===== src/rtl/i2sin_if.sv =====
// rtl/i2sin_if.sv - I2S capture bus: serial ws/sd in, parallel stereo pair out
interface i2sin_if #(
    parameter int N = 24
);
    logic         ws;
    logic         sd;
    logic [N-1:0] l_data;
    logic [N-1:0] r_data;
    logic         data_en;
    logic         locked;

    // master is the serial source and consumer of the parallel pair
    modport master (
        output ws,
        output sd,
        input  l_data,
        input  r_data,
        input  data_en,
        input  locked
    );

    modport slave (
        input  ws,
        input  sd,
        output l_data,
        output r_data,
        output data_en,
        output locked
    );
endinterface


===== src/rtl/i2sin.sv =====
// rtl/i2sin.sv - Philips I2S slave receiver, reassembles MSB-first L/R words into a stereo pair
module i2sin #(
    parameter int BITS_PRECISION = 24
) (
    input  logic    sck,
    input  logic    rst,
    i2sin_if.slave  bus
);
    localparam int N  = BITS_PRECISION;
    localparam int CW = $clog2(N + 1);
    localparam logic [CW-1:0] N_CNT = CW'(N);

    typedef enum logic [1:0] {
        ARM,
        SYNC,
        RECEIVE
    } state_t;

    state_t         state;
    logic           ws_d;
    logic [N-1:0]   shift_reg;
    logic [CW-1:0]  cnt;
    logic           left_valid;
    logic [N-1:0]   left_hold;
    logic [N-1:0]   l_data_q;
    logic [N-1:0]   r_data_q;
    logic           data_en_q;
    logic           locked_q;

    logic           ws_edge;
    logic           cnt_open;
    logic [N-1:0]   word_next;

    assign ws_edge  = (bus.ws != ws_d);
    assign cnt_open = (cnt < N_CNT);

    // Current sd lands at bit (MSB - cnt); once cnt saturates the word is frozen.
    always_comb begin
        word_next = shift_reg;
        for (int i = 0; i < N; i++) begin
            if (cnt_open && (CW'(N - 1 - i) == cnt)) begin
                word_next[i] = bus.sd;
            end
        end
    end

    always_ff @(posedge sck or negedge rst) begin
        if (!rst) begin
            state      <= ARM;
            ws_d       <= 1'b0;
            shift_reg  <= '0;
            cnt        <= '0;
            left_valid <= 1'b0;
            left_hold  <= '0;
            l_data_q   <= '0;
            r_data_q   <= '0;
            data_en_q  <= 1'b0;
            locked_q   <= 1'b0;
        end else begin
            ws_d      <= bus.ws;
            data_en_q <= 1'b0;
            case (state)
                ARM: begin
                    state <= SYNC;
                end
                SYNC: begin
                    // The slot before the first edge is of unknown length, so it is discarded.
                    if (ws_edge) begin
                        shift_reg <= '0;
                        cnt       <= '0;
                        locked_q  <= 1'b1;
                        state     <= RECEIVE;
                    end
                end
                RECEIVE: begin
                    if (ws_edge) begin
                        // ws_d names the channel whose slot just ended.
                        if (!ws_d) begin
                            left_hold  <= word_next;
                            left_valid <= 1'b1;
                        end else if (left_valid) begin
                            l_data_q   <= left_hold;
                            r_data_q   <= word_next;
                            data_en_q  <= 1'b1;
                            left_valid <= 1'b0;
                        end
                        shift_reg <= '0;
                        cnt       <= '0;
                    end else if (cnt_open) begin
                        shift_reg <= word_next;
                        cnt       <= cnt + 1'b1;
                    end
                end
                default: begin
                    state <= ARM;
                end
            endcase
        end
    end

    assign bus.l_data  = l_data_q;
    assign bus.r_data  = r_data_q;
    assign bus.data_en = data_en_q;
    assign bus.locked  = locked_q;
endmodule


===== src/flat_wrapper.sv =====
// flat-port wrapper written by rule: the top's interface ports become plain ports
module i2sin_flat 
#(
    parameter int BITS_PRECISION = 24
)
  (sck, rst, bus_ws, bus_sd, bus_l_data, bus_r_data, bus_data_en, bus_locked);
  i2sin_if #(.N(24)) bus_i ();
  input  logic sck;
  input  logic rst;
  input wire logic [$bits(bus_i.ws)-1:0] bus_ws;
  input wire logic [$bits(bus_i.sd)-1:0] bus_sd;
  output wire logic [$bits(bus_i.l_data)-1:0] bus_l_data;
  output wire logic [$bits(bus_i.r_data)-1:0] bus_r_data;
  output wire logic [$bits(bus_i.data_en)-1:0] bus_data_en;
  output wire logic [$bits(bus_i.locked)-1:0] bus_locked;
  assign bus_i.ws = bus_ws;
  assign bus_i.sd = bus_sd;
  assign bus_l_data = bus_i.l_data;
  assign bus_r_data = bus_i.r_data;
  assign bus_data_en = bus_i.data_en;
  assign bus_locked = bus_i.locked;
  i2sin #(.BITS_PRECISION(BITS_PRECISION)) u_core (.sck(sck), .rst(rst), .bus(bus_i));
endmodule

===== config.mk =====
export PLATFORM = sky130hd
export DESIGN_NAME = i2sin_flat
export DESIGN_NICKNAME = d
export VERILOG_FILES = /design/src/rtl/i2sin_if.sv /design/src/rtl/i2sin.sv /design/src/flat_wrapper.sv
export SDC_FILE = /design/constraint.sdc
export NUM_CORES = 1
export LEC_CHECK = 0
export ABC_AREA = 0
export ABC_CLOCK_PERIOD_IN_PS = 2100
export BUFFER_PORTS_ARGS = -buffer_cell sky130_fd_sc_hd__buf_2
export CAP_MARGIN = 20
export CORE_AREA = 2 2 104 106
export DETAILED_ROUTE_END_ITERATION = 10
export DIE_AREA = 0 0 106 108
export GPL_ROUTABILITY_DRIVEN = 0
export REMOVE_ABC_BUFFERS = 1
export SLEW_MARGIN = 20
export SYNTH_ARGS = -nofsm -noshare
export SYNTH_HDL_FRONTEND = slang
export SYNTH_SLANG_ARGS = --single-unit
export TNS_END_PERCENT = 1

===== constraint.sdc =====
create_clock -name sck -period 2.1 [get_ports sck]
set_clock_uncertainty 0.2 [all_clocks]
set_input_delay 0.315 -clock sck [delete_from_list [all_inputs] [get_ports sck]]
set_output_delay 0.315 -clock sck [all_outputs]
set_load 0.01 [all_outputs]

==> metrics.md <==
| Metric | Value |
|---|---|
| Critical path arrival | `1.98 ns` |
| Most repeated cell in the gate-level netlist after synthesis | `nand2_1` |
| Share of the synthesized area in the top cell type | `58.9%` |
| Remaining number of nets flagged by the antenna check after routing | `0` |
| Crit path capture type | `register` |
| Routing usage on met3 | `~2.5%` |
| GRT Overall Usage | `16.8%` |
| Clock tree from TritonCTS | `built` |
| Number of sinks on the clock net | `107` |
| Detailed-route wire length per cell | `13.4 um` |
| Num ports | `54` |
| Gates resized, CTS repair | `0` |
| Worst hold slack after final layout | `between 0.15 and 0.2 ns` |
| Final Hold Violating Endpoints | `0` |
| Worst slew margin relative to its limit | `between 60% and 70%` |
| Register-to-register setup slack | `around 0.15 ns` |
| Area of combinational cells with multiple inputs | `1710 sq um` |
| CP startpoint kind | `register` |
| TritonCTS buffer count | `9` |
| Number of synthesized flops with an enable pin | `0` |
| Layout net count | `532` |
| Antenna diodes | `0` |
| Number of remaining DRC errors | `0` |
| Via count of the first global-routing pass | `3059` |
| Biggest area consumer among synthesized cells | `dfrtp_1` |
| CP dominant cell by count | `ha_1` |
| Max cap viols | `0` |
| Post-synth top cells | `nand2_1 (158), dfrtp_1 (107), o21ai_0 (66)` |
| Initial antenna violation count | `0` |
| Number of port buffers | `53` |
| Die footprint | `11400 sq um` |
| Number of fill cells | `987` |
| Initial core utilization | `44.5%` |
| Mean cell area of the mapped netlist | `~10 sq um` |
| Maximum number of pins on one net before global-route repair | `44` |
| Endpoint of the lowest-slack register-to-register path | `u_core.bus.r_data[8]` |
| Fraction of registers with async set or reset after synthesis | `100%` |
| Cell breakdown of the critical path | `ha_1 > and3_1 > ha_1 > nand2_1 > mux2i_1 > o21ai_0` |
| GR peak layer | `met2` |
| Std-Cell Rows | `37` |
| Post-route fraction of the period consumed by the critical path | `92.7%` |
| Via total after detailed routing | `3190` |
| First-pass GRT wire length | `between 15 and 20 mm` |
| Pwr/cell area | `831 nW/um^2` |
| Highest clock rate | `514 MHz` |
| Die Span Y | `~110 um` |
| Most common flop cell mapped by yosys | `dfrtp_1` |
| Source of the worst register-to-register timing path | `u_core.cnt[0]` |
| Sequential cell area fraction in the yosys report | `between 50% and 60%` |
| P_leak | `2.61 nW` |
| Total instance count after detailed placement | `around 640` |
| Final cell count without fillers | `657` |
| DR vias/cell | `between 4 and 5` |
| Worst stage delay on the critical path | `0.45 ns` |
| Status | `finished, final reports clean` |
| Final count of pins violating max slew | `0` |
| Root Driver | `clkbuf_8` |
| Number of cell instances on the worst register-to-register path | `6` |
| Register Area | `2680 sq um` |
| FF+latch count, synth | `107` |
| Critical path fanouts, max | `7` |
| Synthesized instance count | `between 400 and 500` |
| Total global routing overflow | `0` |
| TritonRoute pass-1 iters | `4` |
| Area of the placeable core | `10200 sq um` |
| Clock latency reported for the late side of the worst-skew pair | `0.37 ns` |
| Layout Area Growth over Synthesis | `14.6%` |
| Clock slew at reported path FFs | `0.10 ns` |
| Met1 Use GR | `24.1%` |
| Detailed placer's ending HPWL | `6.08 mm` |
| Setup repair after global routing missed its margin | `false` |
| Sum Neg Setup Slack | `0 ns` |
| Power consumption | `about 4.3 mW` |
| Die W | `106 um` |
| Cell area after synthesis | `4550 sq um` |
| Data required time at the worst endpoint | `2.14 ns` |
| Maximum resistive drop on vdd | `369 uV` |
| Total Routed Length | `8.83 mm` |
| Fraction of final layout cells sized beyond drive strength 1 | `16.9%` |
| Clock H-tree levels | `3` |
| Number of distinct library cell variants in the gate-level netlist after synthesis | `35` |
| Post-route core utilization | `50.9%` |
| Iter 0 DRT Violations | `136` |
| Slew at the pin closest to its max-slew limit | `0.525 ns` |
| Path type of the worst setup path | `reg2reg` |
| Met2 usage | `25.5%` |
| Leading cell types by total area after synthesis | `dfrtp_1 (59%), nand2_1 (13%), o21ai_0 (7.3%)` |
| Final setup violating endpoints | `0` |
| Count of yosys warnings during synthesis | `0` |
| Worst hold-check path type | `in2async` |
| Final period demand of the worst path | `1.95 ns` |
| Critical-path cell with the highest stage delay | `dfrtp_1` |
| Maximum buffer depth of the clock tree | `2` |
-- worst max-delay path, delay by kind of cell (launching register included) --
kind | cells | cell delay (ns)
compound gates | 1 | 0.12
fa+ha+maj | 2 | 0.48
flops | 1 | 0.45
mux | 1 | 0.27
simple gates | 2 | 0.30
-- where the power goes --
part	switching, mW	leakage, nW	internal (mW)	total (mW)
sequential	0.0555	1.48	2.13	2.18
combinational	0.536	1.03	0.272	0.809
clock	0.656	0.104	0.683	1.34
-- layout make-up --
| type | instances | area share [%] |
|---|---|---|
| clock inverter | 3 | 1.25 |
| sequential | 107 | 51.4 |
| inverter | 6 | 0.432 |
| timing repair buffer | 70 | 8.16 |
| tap | 136 | 3.26 |
| multi-input combinational | 325 | 32.9 |
| clock buffer | 10 | 2.64 |
-- stage by stage --
step	cell area (sq um)	setup WS, ns
2_1_floorplan	4410	-0.572
4_1_cts	5210	0.120
6_report	5210	0.154
5_1_grt	5210	0.000543
3_5_place_dp	4990	0.142
3_3_place_gp	4990	0.187
-- layer usage --
layer | wire, um | vias to the layer above
met5 | 0 | -
met4 | 159 | 0
met3 | 232 | 10
met2 | 3940 | 40
met1 | 4500 | 1515
li1 | - | 1625
-- cell usage in the layout, fill, tap and decap left out, drive strengths merged, types with 3 or more instances in the layout --
cell type / instances
a21oi: 3
mux2i: 24
nor2: 12
ha: 9
nand2b: 9
o21ai: 77
dfrtp: 107
nor2b: 3
nand2: 158
buf: 68
nor3: 8
clkbuf: 10
inv: 6
nand3: 7
-- kinds of logic (layout without fill, tap and decap cells) --
family | after synthesis | count (layout) | share of synthesized area [%]
DFF | 107 | 107 | 58.9
xor gates and xnor gates | 2 | 2 | 0.550
muxes | 24 | 24 | 5.28
buffers and inverters | 31 | 89 | 3.66
AOI/OAI and AO/OA | 87 | 87 | 10.3
and+or+nand+nor | 203 | 203 | 18.8
adders and majority gates | 9 | 9 | 2.48
-- worst max-delay path by stage --
stage	start	endpoint	slack, ns	depth (start not counted)
2_1_floorplan	u_core.state[0]	u_core.bus.l_data[0]	-0.57	6
3_3_place_gp	u_core.cnt[0]	u_core.bus.r_data[8]	0.19	6
3_5_place_dp	u_core.cnt[0]	u_core.bus.r_data[8]	0.14	6
4_1_cts	u_core.cnt[0]	u_core.bus.r_data[8]	0.12	6
5_1_grt	u_core.cnt[0]	u_core.bus.r_data[8]	0.0005	6
6_report	u_core.cnt[0]	u_core.bus.r_data[8]	0.15	6
-- what timing repair did --
item / 4_1_cts / 5_1_grt
buffers inserted: 0 / 0
endpoints found under the hold margin: 22 / 0
hold buffers: 2 / 0
endpoints found under the setup margin: 0 / 0
Note: power is estimated with default switching activity, not from simulation.
